<file path="src/rtl/rv32ima_pkg.sv">
// Shared RV32IMA types plus the fetch-side additions: FSM encoding, queue entry, reset PC.
package rv32ima_pkg;

  typedef logic [31:0] word_t;

  localparam word_t RESET_PC_DEFAULT = 32'h0000_0000;
  localparam int    FETCH_BUF_DEPTH  = 2;

  typedef enum logic [1:0] {
    S_FETCH = 2'd0,
    S_DROP  = 2'd1,
    S_IDLE  = 2'd2
  } fetch_state_t;

  typedef struct packed {
    word_t inst;
    word_t pc;
  } fetch_entry_t;

  // Fetch addresses are always word aligned; low two bits of a target are dropped.
  function automatic word_t align_word(input word_t addr);
    return {addr[31:2], 2'b00};
  endfunction

endpackage

</file>
<file path="src/rtl/fetch_buffer.sv">
// Two-entry instruction queue; slot 0 is always the head. flush beats push and pop.
module fetch_buffer
  import rv32ima_pkg::*;
#(
  parameter int DEPTH = FETCH_BUF_DEPTH
) (
  input  logic         clk,
  input  logic         rst,
  input  logic         push,
  input  logic         pop,
  input  logic         flush,
  input  fetch_entry_t wr_entry,
  output fetch_entry_t head,
  output logic [1:0]   count
);

  fetch_entry_t slot_reg  [DEPTH];
  fetch_entry_t slot_next [DEPTH];
  logic [1:0]   count_reg;
  logic [1:0]   count_next;
  logic         pop_ok;

  assign pop_ok = pop && (count_reg != 2'd0);

  always_comb begin
    slot_next  = slot_reg;
    count_next = count_reg;
    if (flush) begin
      count_next = 2'd0;
    end else if (push && pop_ok) begin
      // Simultaneous push/pop keeps occupancy; the new entry lands behind any survivor.
      if (count_reg == 2'(DEPTH)) begin
        slot_next[0] = slot_reg[1];
        slot_next[1] = wr_entry;
      end else begin
        slot_next[0] = wr_entry;
      end
    end else if (push) begin
      if (count_reg == 2'd0) begin
        slot_next[0] = wr_entry;
      end else begin
        slot_next[1] = wr_entry;
      end
      count_next = count_reg + 2'd1;
    end else if (pop_ok) begin
      slot_next[0] = slot_reg[1];
      count_next   = count_reg - 2'd1;
    end
  end

  always_ff @(posedge clk) begin
    if (rst) begin
      count_reg <= 2'd0;
      for (int i = 0; i < DEPTH; i++) begin
        slot_reg[i] <= '0;
      end
    end else begin
      count_reg <= count_next;
      for (int i = 0; i < DEPTH; i++) begin
        slot_reg[i] <= slot_next[i];
      end
    end
  end

  assign head  = slot_reg[0];
  assign count = count_reg;

  // Requests are only issued with a free slot reserved, so a push can never overflow.
  assert property (@(posedge clk) disable iff (rst)
    !(push && !flush && !pop_ok && (count_reg == 2'(DEPTH))));

endmodule

</file>
<file path="src/rtl/fetch_pc_unit.sv">
// Owns the fetch PC, drives the imem req/ack handshake and applies branch-resolver redirects.
module fetch_pc_unit
  import rv32ima_pkg::*;
#(
  parameter word_t RESET_PC  = RESET_PC_DEFAULT,
  parameter int    BUF_DEPTH = FETCH_BUF_DEPTH
) (
  input  logic  clk,
  input  logic  rst,
  input  logic  next_addr_en,
  input  word_t next_addr,
  input  logic  stall,
  output logic  imem_req,
  output word_t imem_addr,
  input  logic  imem_ack,
  input  word_t imem_rdata,
  output logic  inst_valid,
  output word_t inst,
  output word_t inst_pc
);

  localparam logic [1:0] ST_FETCH = S_FETCH;
  localparam logic [1:0] ST_DROP  = S_DROP;
  localparam logic [1:0] ST_IDLE  = S_IDLE;

  logic [1:0]   state_reg, state_next;
  word_t        pc_reg, pc_next;
  word_t        pend_pc_reg, pend_pc_next;
  word_t        redirect_pc;
  word_t        pc_inc;
  logic         ack_seen;
  logic         buf_valid;
  logic         push, pop, flush;
  logic [1:0]   count;
  logic [1:0]   fill_after;
  fetch_entry_t head;
  fetch_entry_t wr_entry;

  assign redirect_pc = align_word(next_addr);
  assign pc_inc      = pc_reg + 32'd4;

  // imem shares rst, so no request is presented while reset is held.
  assign imem_req  = !rst && (state_reg != ST_IDLE);
  assign imem_addr = pc_reg;
  assign ack_seen  = imem_ack && imem_req;

  assign buf_valid = (count != 2'd0);
  assign pop       = buf_valid && !stall && !next_addr_en;
  assign flush     = next_addr_en;
  assign push      = (state_reg == ST_FETCH) && ack_seen && !next_addr_en;
  assign wr_entry  = '{inst: imem_rdata, pc: pc_reg};
  assign fill_after = pop ? count : count + 2'd1;

  fetch_buffer #(
    .DEPTH (BUF_DEPTH)
  ) u_buffer (
    .clk      (clk),
    .rst      (rst),
    .push     (push),
    .pop      (pop),
    .flush    (flush),
    .wr_entry (wr_entry),
    .head     (head),
    .count    (count)
  );

  always_comb begin
    state_next   = state_reg;
    pc_next      = pc_reg;
    pend_pc_next = pend_pc_reg;
    case (state_reg)
      ST_FETCH: begin
        if (ack_seen) begin
          if (next_addr_en) begin
            pc_next = redirect_pc;
          end else begin
            pc_next = pc_inc;
            if (fill_after == 2'(BUF_DEPTH)) begin
              state_next = ST_IDLE;
            end
          end
        end else if (next_addr_en) begin
          // Request is still outstanding: keep it stable and drop its response later.
          pend_pc_next = redirect_pc;
          state_next   = ST_DROP;
        end
      end
      ST_DROP: begin
        if (ack_seen) begin
          pc_next    = next_addr_en ? redirect_pc : pend_pc_reg;
          state_next = ST_FETCH;
        end else if (next_addr_en) begin
          pend_pc_next = redirect_pc;
        end
      end
      ST_IDLE: begin
        if (next_addr_en) begin
          pc_next    = redirect_pc;
          state_next = ST_FETCH;
        end else if (pop) begin
          state_next = ST_FETCH;
        end
      end
      default: begin
        state_next = ST_FETCH;
      end
    endcase
  end

  always_ff @(posedge clk) begin
    if (rst) begin
      state_reg   <= ST_FETCH;
      pc_reg      <= align_word(RESET_PC);
      pend_pc_reg <= align_word(RESET_PC);
    end else begin
      state_reg   <= state_next;
      pc_reg      <= pc_next;
      pend_pc_reg <= pend_pc_next;
    end
  end

  assign inst_valid = buf_valid;
  assign inst       = buf_valid ? head.inst : '0;
  assign inst_pc    = buf_valid ? head.pc : '0;

endmodule
</file>
<file path="config.mk">
export PLATFORM = sky130hd
export DESIGN_NAME = fetch_pc_unit
export DESIGN_NICKNAME = d
export VERILOG_FILES = /design/src/rtl/rv32ima_pkg.sv /design/src/rtl/fetch_buffer.sv /design/src/rtl/fetch_pc_unit.sv
export SDC_FILE = /design/constraint.sdc
export NUM_CORES = 1
export LEC_CHECK = 0
export CAP_MARGIN = 20
export CORE_ASPECT_RATIO = 1.25
export CORE_UTILIZATION = 35
export CTS_CLUSTER_SIZE = 28
export DETAILED_ROUTE_END_ITERATION = 10
export GPL_TIMING_DRIVEN = 0
export PLACE_DENSITY = 0.6
export SLEW_MARGIN = 10
export SYNTH_ARGS = -nofsm -noshare
export SYNTH_HDL_FRONTEND = slang
export SYNTH_SLANG_ARGS = --single-unit
</file>
<file path="constraint.sdc">
create_clock -name clk -period 3 [get_ports clk]
set_input_delay 0.3 -clock clk [delete_from_list [all_inputs] [get_ports clk]]
set_output_delay 0.3 -clock clk [all_outputs]
set_load 0.02 [all_outputs]
</file>
# ---- After elaboration in Yosys (flattened, before gate mapping)
# Index checks and enable logic that the tools add are counted.
dict set report totals {
  ff_bits 196
  latchBits 0
  ram_bits 0
  rom_bits 0
  inputBits 69
  output_inout_bits 98
  wordCells 82
  memories 0
}
dict set report classes {
  addsub 3
  n_mul 0
  n_div 0
  n_lt_le_gt_ge 0
  n_eq_ne 15
  shifts 0
  mux 27
  bitwise_logic 3
  n_reduce_logical 26
}
# operator n
set op_table {}
lappend op_table {{$mux 64} 7}
lappend op_table {{$mux 32} 7}
lappend op_table {{$mux 128} 1}
lappend op_table {{$pmux 32 s3} 1}
lappend op_table {{$add 32x3->32 const B} 1}
lappend op_table {{$mux 2} 10}
lappend op_table {{$ne 3x3->1 const B} 4}
lappend op_table {{$ne 2x2->1 const B} 5}
lappend op_table {{$logic_and 1x1->1} 8}
lappend op_table {{$reduce_and 4->1} 2}
lappend op_table {{$eq 2x2->1 const B} 3}
lappend op_table {{$pmux 2 s3} 1}
lappend op_table {{$reduce_bool 2->1} 3}
lappend op_table {{$reduce_bool 3->1} 2}
lappend op_table {{$reduce_and 5->1} 1}
lappend op_table {{$logic_not 2->1} 2}
lappend op_table {{$reduce_and 2->1} 2}
lappend op_table {{$reduce_or 2->1} 2}
lappend op_table {{$logic_not 1->1} 3}
lappend op_table {{$ne 3x2->1 const B} 1}
lappend op_table {{$not 1->1} 3}
lappend op_table {{$reduce_and 3->1} 1}
lappend op_table {{$add 2x1->2 const B} 1}
lappend op_table {{$eq 2x1->1 const B} 1}
lappend op_table {{2 further kinds} 2}

# ---- Logic depth before layout (Yosys ltp)
# Gate-level depths: netlist (run 1).
dict set report logic_depth {
  depth_word 9
  depth_mapped 13
  mapped_depth_nobuf 10
}

# ---- By module
# Synthesis (run 1) repeated with hierarchy kept, for this count alone.
dict set report hier_totals {
  cells_unflattened 1180
  area_unflattened_um2 10385.0
}
# mod instances cells_per_inst area_per_inst_um2 seq_area_each_um2
set modules_own_cells {}
lappend modules_own_cells {fetch_buffer 1 577 5948.2 2602.5}
lappend modules_own_cells {fetch_pc_unit 1 603 4436.8 1321.3}

# ---- Worst setup path before layout (run 1)
# No wires, ideal clock.
dict set report synth_timing {
  path_type {flip-flop to flip-flop}
  start {register state_reg[0]}
  end {register u_buffer.slot_reg[0] in the netlist's numbering}
  setup_time_ns 0.071
  arrival_ns 2.643
  required_time_ns 2.929
  slack_ns 0.287
  stages_incl_launch_ff 14
  n_path_buf 3
  synth_period_minus_slack_ns 2.713
  path_cell_list {dfxtp_1 -> inv_1 -> ha_1 -> buf_6 -> nand4bb_1 -> buf_2 -> nor2_1 -> ha_1 -> nor2b_1 -> nor2_1 -> nand2_1 -> clkbuf_1 -> nand2_1 -> a21oi_1}
}
dict set report synth_via {
  elab_chain_cells 8
  word_cells_on_any_way 12
  classes_between {3 x eq/ne; 1 x mux; 8 x reduce/logical}
}
# item line
set synth_lines {}
lappend synth_lines {{from (decl)} fetch_pc_unit.sv:26} ;# logic [1:0] state_reg, state_next;
lappend synth_lines {{from (signal assigned)} fetch_pc_unit.sv:116} ;# state_reg <= state_next;
lappend synth_lines {{$ne 2x2->1} fetch_pc_unit.sv:43} ;# assign imem_req = !rst && (state_reg != ST_IDLE);
lappend synth_lines {{$logic_and 1x1->1} fetch_pc_unit.sv:43}
lappend synth_lines {{$logic_and 1x1->1} fetch_pc_unit.sv:45} ;# assign ack_seen = imem_ack && imem_req;
lappend synth_lines {{$logic_and 1x1->1 * (2 in a row)} fetch_pc_unit.sv:50} ;# assign push = (state_reg == ST_FETCH) && ack_seen && !next_addr_en;
lappend synth_lines {{$logic_and 1x1->1} fetch_buffer.sv:30} ;# end else if (push && pop_ok) begin
lappend synth_lines {{$ne 2x2->1 (no source line) (tied with other cells)} n/a}
lappend synth_lines {{$reduce_and 4->1 (no source line)} n/a}
lappend synth_lines {{to (signal, indexed assignment)} fetch_buffer.sv:60} ;# slot_reg[i] <= slot_next[i];
lappend synth_lines {{to (decl)} fetch_buffer.sv:17} ;# fetch_entry_t slot_reg [DEPTH];
# Every way passes the cells marked *; elsewhere a longest branch is shown, timed or not.
# A chain may end at the register's enable or synchronous reset.

# ---- Worst setup path after layout (run 1)
dict set report layout_timing {
  start {input rst}
  end {output imem_req}
}
dict set report layout_via {
  elab_chain_cells 2
}
# item line
set layout_lines {}
lappend layout_lines {{from (decl)} fetch_pc_unit.sv:9} ;# input logic rst,
lappend layout_lines {{$logic_not 1->1} fetch_pc_unit.sv:43}
lappend layout_lines {{$logic_and 1x1->1} fetch_pc_unit.sv:43}
lappend layout_lines {{to (decl)} fetch_pc_unit.sv:13} ;# output logic imem_req,
# Every way passes these cells.

==> reports/results.ini, run 1 <==
[drt]
antenna_left=0
firstDrtPassIters=6
wl_um=30800
vias=9203
vias_per_cell=5.30
dr.first_iter.drc_count=557
post_drt_wl_per_cell_um=17.7
drc=0

[synthesis]
synth-edff-count=0
avgSynthCellArea_um2=8.14
synth_area_leaders=dfxtp_1, nand2_1, mux2i_1
ys_seq_elements=196
dominantRegCellSynth=dfxtp_1
netlist_instances=1195
synth_area_um2=9730
yosysWarnings=0
synthTopCellsByCount=nand2_1, dfxtp_1, a21oi_1
synth_top_area_cell=dfxtp_1
yosysMostFrequentCell=nand2_1
synth_top_area_frac=0.403
yosysUniqueCellTypes=69
syn-num-nets=1272
synthArstFlopShare=0
ys_seq_area_frac=0.403

[grt]
grt_pass1_vias=8681
grt_max_degree=19
grtUsageTotal=0.219
antenna_found_initial=0
grt-ovfl-total=0
grt_pass1_wl_um=48000

[floorplan]
core-area_um2=27100
start_util=0.359
pin_count=167
die_width_um=151
dieArea_um2=28500
placement_rows=67
die_y_um=188

[placement]
dp.cells=1703
dp_hpwl_um=23200
io_buffers=163
gp_congestion=0.886

[clocking]
cts.sinks=196
cts_max_level=4
clk_pin_slew_ns=0.08
root_buffer=clkbuf_16
cts.path.max_buffers=2
clkLatencyLatePin_ns=0.44
cts_tree=done
ctsHoldBuffers=0
numCtsBuffers=17

[hold_path]
hp-class=primary input to register
holdPathStages=3

[sta]
period_share=0.965
drv_slew=0
final.setup.tns_ns=0
fin_crit_ns=2.90
fmax_mhz=345
slew_headroom=0.440
rsz0062_at_grt=false
worst_pin_slew_ns=0.840
hold_violations=0
setup_viol=0
clock-skew-final_ns=0.0105
hold_slack_ns=0.439

[critical_path]
cp.required_ns=2.70
rrSetupSlack_ns=0.19
critPathMaxStageDelay_ns=0.66
end_kind=output port
crit_end=imem_req
timing.critical_path.from=rst
crit_slowest_cell=clkdlybuf4s50_1
worstRegToRegCells=8
cp_max_fo=10
arrival_ns=2.60
start_kind=primary input
cp_cell_sequence=clkdlybuf4s50_1 -> clkbuf_2 -> clkbuf_2 -> clkbuf_2 -> nor2_1 -> clkdlybuf4s50_1
path_common_cell=clkbuf_2
r2r_end=imem_addr[25]
r2r-start=state_reg[0]
worstSetupPathType=primary input to output port

[power]
cellPowerDensity_nw_per_um2=755
peakVddDrop_mv=0.402
p_int_uw=5530
power_frac_seq=0.363
leakagePower_uw=0.00457
p_sw_frac=0.410
p_clk_frac=0.235
power.total_uw=9370
switchingPower_uw=3850
combPwrFrac=0.402

[cells_and_area]
n_antenna_cell=0
fin_cells=1737
post-route-util=0.459
multi_input_area_um2=5170
regArea_um2=3920
nNetsFinal=1456
fillers=2718
area_growth_pct=27.6
drive_gt1_frac=0.0776

[run_status]
status=finished, final reports clean

[run]
cap_violations=0

## power by group through the flow
stage | Clock [uW] | Sequential [uW] | Combinational, uW
floorplan | 0 | 3500 | 2240
global placement | 0 | 3450 | 3700
detailed placement | 0 | 3450 | 3720
CTS | 2230 | 3400 | 3740
global route | 2330 | 3460 | 4080
finish | 2200 | 3400 | 3770
## worst min path at each step
| stage | start | to | slack [ns] |
|---|---|---|---|
| after floorplan | pend_pc_reg[3] | pend_pc_reg[3] | 0.43 |
| after global placement | pend_pc_reg[3] | pend_pc_reg[3] | 0.44 |
| after detailed placement | u_buffer.slot_reg[15] | u_buffer.slot_reg[15] | 0.45 |
| after CTS | imem_rdata[27] | u_buffer.slot_reg[59] | 0.43 |
| after global routing | next_addr[24] | pend_pc_reg[24] | 0.45 |
| final | imem_rdata[27] | u_buffer.slot_reg[59] | 0.44 |
## worst max-delay path, delay by kind of cell
kind / cells / cell delay (ns)
AND/OR/NAND/NOR: 1 / 0.07
buffers and inverters: 5 / 2.21
## cell type report
cell class                      count  share of cell area
Tap cell                          345              0.0348
Multi-Input combinational cell    864               0.416
Clock inverter                     14             0.00967
Buffer                            110              0.0464
Inverter                           25             0.00756
Clock buffer                       18              0.0346
Sequential cell                   196               0.316
Timing Repair Buffer              165               0.135
## logic make-up after synthesis
family	synth area share
and+or+nand+nor	0.228
DFF	0.403
adders and majority gates	0.0103
xor gates and xnor gates	0.00450
buffers and inverters	0.0671
AOI/OAI and AO/OA	0.213
muxes	0.0742
## metal layers
metal / GRT usage / wire (um) / vias up
li1: - / - / 4571
met1: 0.275 / 13400 / 4255
met2: 0.372 / 14900 / 311
met3: 0.0363 / 1590 / 66
met4: 0.0819 / 917 / 0
met5: 0 / 0 / -
## stage by stage
stage                     instance area, um^2  worst slack (ns)
final                                   12400             0.104
after global routing                    12400         0.0000695
after CTS                               12400            0.0321
after detailed placement                11800            -0.556
after global placement                  11800            -0.532
after floorplan                          9730             0.287
## cells in the final DEF, fill, tap and decap left out, drive strengths merged, types with 6 or more instances in the layout
cell	instances
nand4	9
nor3	12
a22oi	10
nand3	18
and3	7
mux2i	71
a221oi	16
buf	48
ha	8
nand2	212
nor4	9
a21oi	131
dfxtp	196
a211oi	71
clkinv	7
a221o	7
clkdlybuf4s50	158
clkbuf	82
o2bb2ai	6
inv	30
nor2	101
nor2b	70
o21ai	25
## timing repair
| item | 4_1_cts | 5_1_grt |
|---|---|---|
| pin swaps | 0 | 0 |
| setup buffers | 2 | 0 |
| resized for setup | 12 | 16 |
| endpoints found under the setup margin | 61 | 80 |
Note: power is estimated with default switching activity, not from simulation.
==> run 2, diff against run 1 <==
CORE_ASPECT_RATIO = 0.7   (was 1.25)
==> run 2 against run 1 <==
Net effect:
- design area is 0.20% higher
- highest routed layer unchanged
- critical path depth is 1 higher
- largest cell class unchanged
- final cell count is 0.98% higher
- sequential power is 1% higher
- routed wire length is 10% higher
- critical endpoint is now inst[20]
- non-clock buffer count is 1 lower
- setup slack better by 0.0088 ns
- clock power is 5% higher
- total power is 3.2% higher
==> reports/results.ini, run 2 (synthesis results as in run 1) <==
[sta]
final.setup.tns_ns=0  ; unchanged
hold_violations=0  ; unchanged
rsz0062_at_grt=false
clock-skew-final_ns=0.0141  ; +0.00356 ns
period_share=0.962  ; -0.00294
fmax_mhz=346  ; +0.31%
slew_headroom=0.425  ; -0.0157
worst_pin_slew_ns=0.863  ; +0.0236 ns
drv_slew=0  ; unchanged
setup_viol=0  ; unchanged
fin_crit_ns=2.89  ; -0.00882 ns
hold_slack_ns=0.436  ; -0.00266 ns

[floorplan]
die_y_um=142  ; -25%
start_util=0.360  ; +0.000682
core-area_um2=27000  ; -0.19%
dieArea_um2=28500  ; about the same
pin_count=167  ; unchanged
die_width_um=201  ; +33%
placement_rows=50  ; -25%

[cells_and_area]
final_cell_mix=nand2_1, dfxtp_1, clkdlybuf4s50_1
fillers=2724  ; +0.22%
nNetsFinal=1455  ; -0.069%
final_common_cell=nand2_1
multi_input_area_um2=5170  ; about the same
n_antenna_cell=0  ; unchanged
drive_gt1_frac=0.0748  ; -0.00277
area_growth_pct=27.9
regArea_um2=3920  ; unchanged

[drt]
vias_per_cell=5.38  ; +1.5%
drc=0  ; unchanged
wl_um=34100  ; +10%
dr.first_iter.drc_count=718  ; +29%
post_drt_wl_per_cell_um=19.4  ; +9.4%
vias=9435  ; +2.5%
firstDrtPassIters=5  ; -1
antenna_left=0  ; unchanged

[clocking]
cts_max_level=4  ; unchanged
root_buffer=clkbuf_16
clk_pin_slew_ns=0.08  ; about the same
cts_tree=done
ctsHoldBuffers=0  ; unchanged
cts.sinks=196  ; unchanged
cts.path.max_buffers=2  ; unchanged
clkLatencyLatePin_ns=0.45  ; about the same
numCtsBuffers=17  ; unchanged

[power]
cellPowerDensity_nw_per_um2=777  ; +3.0%
p_sw_frac=0.414  ; +0.00317
power_frac_seq=0.356  ; -0.007
leakagePower_uw=0.00447  ; -2.2%
switchingPower_uw=4000  ; +4.0%
p_int_uw=5670  ; +2.6%
p_clk_frac=0.238  ; +0.003
combPwrFrac=0.407  ; +0.005
peakVddDrop_mv=0.427  ; +6.2%

[critical_path]
crit_slowest_cell=clkdlybuf4s50_1
cp_max_fo=10  ; unchanged
critPathMaxStageDelay_ns=0.65  ; about the same
crit_end=inst[20]
end_kind=output port
timing.critical_path.from=u_buffer.count[0]
worstRegToRegCells=13  ; +5
arrival_ns=2.59  ; about the same
r2r-start=state_reg[0]
cp.required_ns=2.70  ; about the same
start_kind=register
worstSetupPathType=register to output port
r2r_end=u_buffer.slot_reg[47]
cp_cell_sequence=inv_1 -> ha_1 -> buf_6 -> buf_2 -> clkbuf_1 -> nor2b_1 -> clkdlybuf4s50_1
rrSetupSlack_ns=0.24  ; +0.05 ns

[placement]
gp_congestion=0.941  ; +6.2%
dp_hpwl_um=25500  ; +10%
io_buffers=163  ; unchanged

[grt]
antenna_found_initial=0  ; unchanged
grt_max_degree=20  ; +1
grt-ovfl-total=0  ; unchanged
grt_pass1_vias=8740  ; +0.68%
grtUsageTotal=0.236  ; +0.0168
grt_pass1_wl_um=51400  ; +7.1%

[hold_path]
hp-class=primary input to register

[run_status]
status=finished, final reports clean

[run]
cap_violations=0  ; unchanged

## run 2: final cells by class
class,instances,share of cell area
clock inverters,11,0.0105
inverters,25,0.00754
flip-flops and latches,196,0.315
repair buffers,165,0.134
well taps,364,0.0366
multi-input cells,864,0.415
plain buffers,109,0.0460
clock buffers,20,0.0351
## run 2: critical path, delay by kind of cell, from the launching register on
kind,cells,cell delay (ns)
buf+inv,5,1.36
flops,1,0.38
fa+ha+maj,1,0.21
simple gates,1,0.20
## run 2: worst min path at each step
stage	start	end	slack [ns]	cells after the start
after CTS	imem_rdata[0]	u_buffer.slot_reg[32]	0.42	3
final	imem_rdata[31]	u_buffer.slot_reg[63]	0.44	3
after global routing	next_addr[11]	pend_pc_reg[11]	0.44	3
after global placement	u_buffer.slot_reg[40]	u_buffer.slot_reg[40]	0.44	2
after detailed placement	u_buffer.slot_reg[7]	u_buffer.slot_reg[7]	0.45	2
after floorplan	pend_pc_reg[3]	pend_pc_reg[3]	0.43	2
## run 2: stage by stage
| step | util | total power [uW] | area, um^2 | cells | setup WS [ns] |
|---|---|---|---|---|---|
| after global routing | 0.460 | 10100 | 12400 | 1754 | 0.0116 |
| final | 0.460 | 9670 | 12400 | 1754 | 0.113 |
| after detailed placement | 0.437 | 7290 | 11800 | 1722 | -0.661 |
| after floorplan | - | 5740 | 9730 | 1195 | 0.287 |
| after global placement | 0.437 | 7260 | 11800 | 1722 | -0.653 |
| after CTS | 0.459 | 9580 | 12400 | 1754 | -0.101 |
## run 2: power by group through the flow
stage	Sequential, uW	Combinational (uW)	Clock (uW)
2_1_floorplan	3500	2240	0
3_3_place_gp	3480	3790	0
3_5_place_dp	3480	3810	0
4_1_cts	3420	3820	2330
5_1_grt	3480	4190	2430
6_report	3440	3930	2300
## run 2: timing repair
| action | in CTS | in global routing |
|---|---|---|
| buffers inserted | 2 | 0 |
| endpoints found under the setup margin | 61 | 82 |
| resized for setup | 6 | 20 |
| endpoints found under the hold margin | 0 | 0 |
## run 2: routing by layer
layer | track usage | share of wire
met2 | 0.337 | 0.41
met4 | 0.0654 | 0.014
met3 | 0.0593 | 0.084
met1 | 0.347 | 0.49
met5 | 0 | 0
